### config.mk
export PLATFORM = sky130hd
export DESIGN_NAME = serial_word_packer
export DESIGN_NICKNAME = d
export VERILOG_FILES = /design/src/rtl/serial_word_packer.sv
export SDC_FILE = /design/constraint.sdc
export NUM_CORES = 1
export LEC_CHECK = 0
export ABC_AREA = 1
export CAP_MARGIN = 20
export CORE_MARGIN = 3
export CORE_UTILIZATION = 35
export CTS_CLUSTER_SIZE = 24
export DETAILED_ROUTE_END_ITERATION = 10
export SLEW_MARGIN = 40
export SYNTH_ARGS = -nofsm -noshare
export SYNTH_HDL_FRONTEND = slang
export SYNTH_SLANG_ARGS = --single-unit
export TNS_END_PERCENT = 5
### constraint.sdc
create_clock -name i_clk -period 1.38 [get_ports i_clk]
set_input_delay 0.414 -clock i_clk [delete_from_list [all_inputs] [get_ports i_clk]]
set_output_delay 0.414 -clock i_clk [all_outputs]
set_load 0.01 [all_outputs]
### src/rtl/serial_word_packer.sv
// -----------------------------------------------------------------------------
// serial_word_packer
//
// Collects a serial bit stream into 16-bit words and presents each complete
// word downstream with a valid/ready handshake. The bit order inside the word
// is set by LSB_FIRST. While a finished word waits for the consumer, further
// bits cannot be stored; they are dropped and flagged on a sticky overrun bit.
//
// States:
//   state | meaning
//   ------+-------------------------------------------------------------
//   IDLE  | no bits held, waiting for the first bit of a word
//   SHIFT | 1..15 bits of the current word held
//   HOLD  | complete word presented on o_data with o_valid=1
//
// Parameters:
//   LSB_FIRST   1: first received bit lands in bit 0
//               0: first received bit lands in bit 15
//
// Ports:
//   i_clk        system clock, rising-edge active
//   i_rst        asynchronous reset, active high
//   i_bit        serial data bit
//   i_bit_valid  i_bit is valid this cycle
//   i_ready      downstream accepts o_data this cycle
//   o_data       assembled word ([1:0] field select, [13:2] four 3-bit fields)
//   o_valid      o_data holds a complete word
//   o_count      number of bits collected in the current word
//   o_overrun    sticky: a bit arrived while a word was held and was dropped
// -----------------------------------------------------------------------------
module serial_word_packer #(
    parameter bit LSB_FIRST = 1'b1
) (
    input  logic        i_clk,
    input  logic        i_rst,
    input  logic        i_bit,
    input  logic        i_bit_valid,
    input  logic        i_ready,
    output logic [15:0] o_data,
    output logic        o_valid,
    output logic [3:0]  o_count,
    output logic        o_overrun
);

    typedef enum logic [1:0] {
        IDLE  = 2'b00,
        SHIFT = 2'b01,
        HOLD  = 2'b10
    } state_t;

    state_t      state;
    state_t      state_nxt;

    logic [15:0] shift_reg;
    logic [15:0] shift_nxt;
    logic [3:0]  bit_pos;

    logic        accept;
    logic        complete;
    logic        hand_off;
    logic        drop;

    // ------------------------------------------------------------------
    // State register
    // ------------------------------------------------------------------
    always_ff @(posedge i_clk or posedge i_rst) begin
        if (i_rst) begin
            state <= IDLE;
        end else begin
            state <= state_nxt;
        end
    end

    // ------------------------------------------------------------------
    // Next-state and control decode
    // ------------------------------------------------------------------
    always_comb begin
        state_nxt = state;
        accept    = 1'b0;
        hand_off  = 1'b0;
        drop      = 1'b0;

        case (state)
            IDLE: begin
                if (i_bit_valid) begin
                    accept    = 1'b1;
                    state_nxt = SHIFT;
                end
            end

            SHIFT: begin
                if (i_bit_valid) begin
                    accept = 1'b1;
                    if (o_count == 4'd15) begin
                        state_nxt = HOLD;
                    end
                end
            end

            HOLD: begin
                if (i_ready) begin
                    hand_off = 1'b1;
                    // A bit arriving on the hand-off edge starts the next word
                    // immediately, so back-to-back words need no gap cycle.
                    if (i_bit_valid) begin
                        accept    = 1'b1;
                        state_nxt = SHIFT;
                    end else begin
                        state_nxt = IDLE;
                    end
                end else if (i_bit_valid) begin
                    drop = 1'b1;
                end
            end

            default: begin
                state_nxt = IDLE;
            end
        endcase
    end

    // In HOLD o_count is 0, so a bit accepted on the hand-off edge can never
    // be mistaken for the 16th bit.
    assign complete = accept && (o_count == 4'd15);

    // ------------------------------------------------------------------
    // Bit placement
    // ------------------------------------------------------------------
    always_comb begin
        if (LSB_FIRST) begin
            bit_pos = o_count;
        end else begin
            bit_pos = 4'd15 - o_count;
        end
        shift_nxt          = shift_reg;
        shift_nxt[bit_pos] = i_bit;
    end

    // ------------------------------------------------------------------
    // Datapath and output registers
    // ------------------------------------------------------------------
    always_ff @(posedge i_clk or posedge i_rst) begin
        if (i_rst) begin
            shift_reg <= 16'h0000;
            o_data    <= 16'h0000;
            o_valid   <= 1'b0;
            o_count   <= 4'd0;
            o_overrun <= 1'b0;
        end else begin
            if (hand_off) begin
                o_valid <= 1'b0;
            end

            if (accept) begin
                if (complete) begin
                    // The 16th bit goes straight into o_data on the same edge;
                    // the shift register starts clean for the next word.
                    o_data    <= shift_nxt;
                    o_valid   <= 1'b1;
                    o_count   <= 4'd0;
                    shift_reg <= 16'h0000;
                end else begin
                    shift_reg <= shift_nxt;
                    o_count   <= o_count + 4'd1;
                end
            end

            if (drop) begin
                o_overrun <= 1'b1;
            end
        end
    end

endmodule

==> qor.csv <==
metric,value,unit
result_of_the_run,completed,
tightest_slew,0.258,ns
slew-limit-headroom,0.827,
synthesis.nets,251,
drv_cap,0,
p_leak,1.36,nW
postSynthAreaPerCell,8.06,µm²
max_ffs_per_register,16,
detail-route-antenna-nets,0,
ctsHtreeMaxLevel,2,
syn_inst,242,
dieHeight,80.6,µm
critical-path-max-stage-delay,0.53,ns
start_util,0.372,
core_area,5240,µm²
grt_max_degree,40,
drive_above_1_share,0.234,
pwr-share-seq,0.375,
vias,1709,
fp.dieArea,6500,µm²
worst_ep_arrival_time,1.57,ns
stdcell_count,373,
drt-vias-per-instance,4.58,
dp_worst_setup_slack,-0.386,ns
clk_sink_count,39,
synth_sequential_area_ratio,0.501,
placement.io_buffers,26,
layout_min_cycle_time,1.37,ns
gr-total-overflow,0,
clock_skew,0.00616,ns
clock_tree.buffer_depth,2,
netlist_area,1950,µm²
synth_area_leaders,"sky130_fd_sc_hd__dfrtp_1 50%, sky130_fd_sc_hd__nand2_1 18%, sky130_fd_sc_hd__nand3_1 6.2%, sky130_fd_sc_hd__inv_1 4.2%, sky130_fd_sc_hd__o21ai_0 4.1%",
postCtsHoldBufs,0,
gp_routability_congestion,0.830,
report.final.hold_viol_count,0,
pwr-share-clk,0.167,
final.setup.worst_slack,0.0133,ns
cp_top_family,buffers and inverters,
final_min_period_over_clock_period,0.990,
dieWidth,80.6,µm
drt_wl_total,4410,µm
setup.worst_path.class,in -> reg,
hold_path.class,in -> async,
cp.required,1.58,ns
global_route_wire_length_before_repair,7180,µm
wl_per_cell,11.8,µm
critical_path_peak_fanout,14,
drtPass1Iterations,4,
synth_top_area_cell,sky130_fd_sc_hd__dfrtp_1,
n_antenna_cell,0,
worstSkewPairLatency,0.29,ns
dp_hpwl,3180,µm
std_cell_rows,26,
root_buffer,sky130_fd_sc_hd__clkbuf_8,
remaining_drc_errors,0,
drv_slew,0,
io_pins,27,
synthDominantCellAreaShare,0.501,
detail_route.iter0.violations,62,
track_usage,0.143,
synthesis.yosys.warnings,0,
synth.distinct_cells,21,
power.share.switching,0.375,
internal_power,3.12,mW
dp_cells,360,
synth.ff_latch_count,39,
max-vdd-ir-drop,881,µV
share_comb_of_total_power,0.458,
worstPathBufferInverterCount,3,
final_setup_vio_count,0,
critical_path_cell_sequence,clkdlybuf4s50_1 > clkinvlp_4 > buf_12 > nand3_1 > nand2_1 > o21ai_0,
number_of_global_route_vias_before_repair,1653,
slowest_stage_cell_cp,sky130_fd_sc_hd__clkdlybuf4s50_1,
tritoncts.num_buffers,5,
tritoncts,built,
unrepaired_setup_endpoints_after_global_routing,yes,
cp-end-kind,register,
antenna_found_initial,0,
syn_to_final_growth,40.8,%
power.net_switching,1.87,mW
power_per_cell_area,1820,nW/µm²
final_nets,311,
crit_path_start_kind,primary input,
timing.fmax,732,MHz
finalSetupTns,0,ns
clock_pin_slew_on_the_worst_setup_and_hold_paths,0.07,ns
## worst register-to-register path, stage by stage (launching register included)
cell	delay, ns
sky130_fd_sc_hd__dfrtp_1	0.38
sky130_fd_sc_hd__buf_4	0.15
sky130_fd_sc_hd__nor2_1	0.23
sky130_fd_sc_hd__buf_4	0.16
sky130_fd_sc_hd__nand2_1	0.05
sky130_fd_sc_hd__nand2_1	0.05
sky130_fd_sc_hd__nand2_1	0.06
sky130_fd_sc_hd__o21ai_0	0.17
## path summary, 6_finish.rpt
| kind | from | slack (ns) | depth (start not counted) | to |
|---|---|---|---|---|
| worst max-delay path | i_bit | 0.01 | 6 | shift_reg[3] |
| worst min-delay path | i_rst | 0.48 | 3 | o_count[3] |
| worst max register to register | o_count[2] | 0.05 | 7 | shift_reg[3] |
| worst min register to register | o_data[14] | 0.48 | 2 | o_data[14] |
| max in group asynchronous | i_rst | 0.70 | 3 | o_count[0] |
| min in group i_clk | o_data[14] | 0.48 | 2 | o_data[14] |
## layout make-up
class | count | area [µm²]
fillers | 504 | 2490
flip-flops and latches | 39 | 978
multi-input cells | 171 | 888
repair buffers | 61 | 589
inverters | 24 | 101
clock buffers | 8 | 100
well taps | 70 | 87.6
## power by group through the flow
stage	logic, mW	clock network (mW)	registers (mW)
global placement	2.18	0	1.87
finish	2.29	0.836	1.87
detailed placement	2.22	0	1.87
floorplan	1.06	0	1.99
CTS	2.13	0.861	1.85
global route	2.55	0.923	1.93
## what timing repair did
action                                  CTS  global route
buffers inserted                          1             3
gates resized for setup                  43            36
cloned                                    0             1
endpoints found under the setup margin   43            45
pin swaps                                 1             5
## cells in the mapped netlist, drive strengths merged
cell type / instances
buf: 7
o21bai: 1
nor2: 7
nand2: 97
clkinv: 1
o31ai: 2
dfrtp: 39
o21ai: 31
nand4: 3
nand3: 26
ha: 4
inv: 23
clkbuf: 1
## layout by cell type, fill, tap and decap left out, drive strengths merged
master / instances
o21ai: 31
dlymetal6s2s: 1
clkdlybuf4s50: 3
clkdlybuf4s15: 19
o31ai: 2
nand3: 26
clkinvlp: 1
dfrtp: 39
ha: 4
nand4: 3
o21bai: 1
inv: 22
buf: 36
nand2: 97
clkbuf: 10
clkinv: 1
nor2: 7
## per-stage QoR
| step | total power, mW | hold WS [ns] | cell area [µm²] | util |
|---|---|---|---|---|
| 4_1_cts | 4.84 | 0.480 | 2600 | 0.496 |
| 2_1_floorplan | 3.05 | 0.449 | 1960 | - |
| 3_5_place_dp | 4.10 | 0.466 | 2500 | 0.477 |
| 5_1_grt | 5.41 | 0.502 | 2750 | 0.524 |
| 3_3_place_gp | 4.04 | 0.460 | 2500 | 0.477 |
| 6_report | 5.00 | 0.476 | 2750 | 0.524 |
## layer usage
| layer | global-route usage | share of wire | up-vias |
|---|---|---|---|
| met1 | 0.181 | 0.48 | 791 |
| met5 | 0 | 0 | - |
| met2 | 0.234 | 0.47 | 19 |
| li1 | - | - | 893 |
| met4 | 0.0439 | 0.012 | 0 |
| met3 | 0.0415 | 0.033 | 6 |
## logic make-up (layout without fill, tap and decap cells)
family                     after synthesis  after routing  synth area share
AOI/OAI and AO/OA                       34             34            0.0931
DFF                                     39             39             0.501
adders and majority gates                4              4            0.0257
buffers and inverters                   32             93            0.0834
and+or+nand+nor                        133            133             0.297
(Power assumes the default switching activity.)
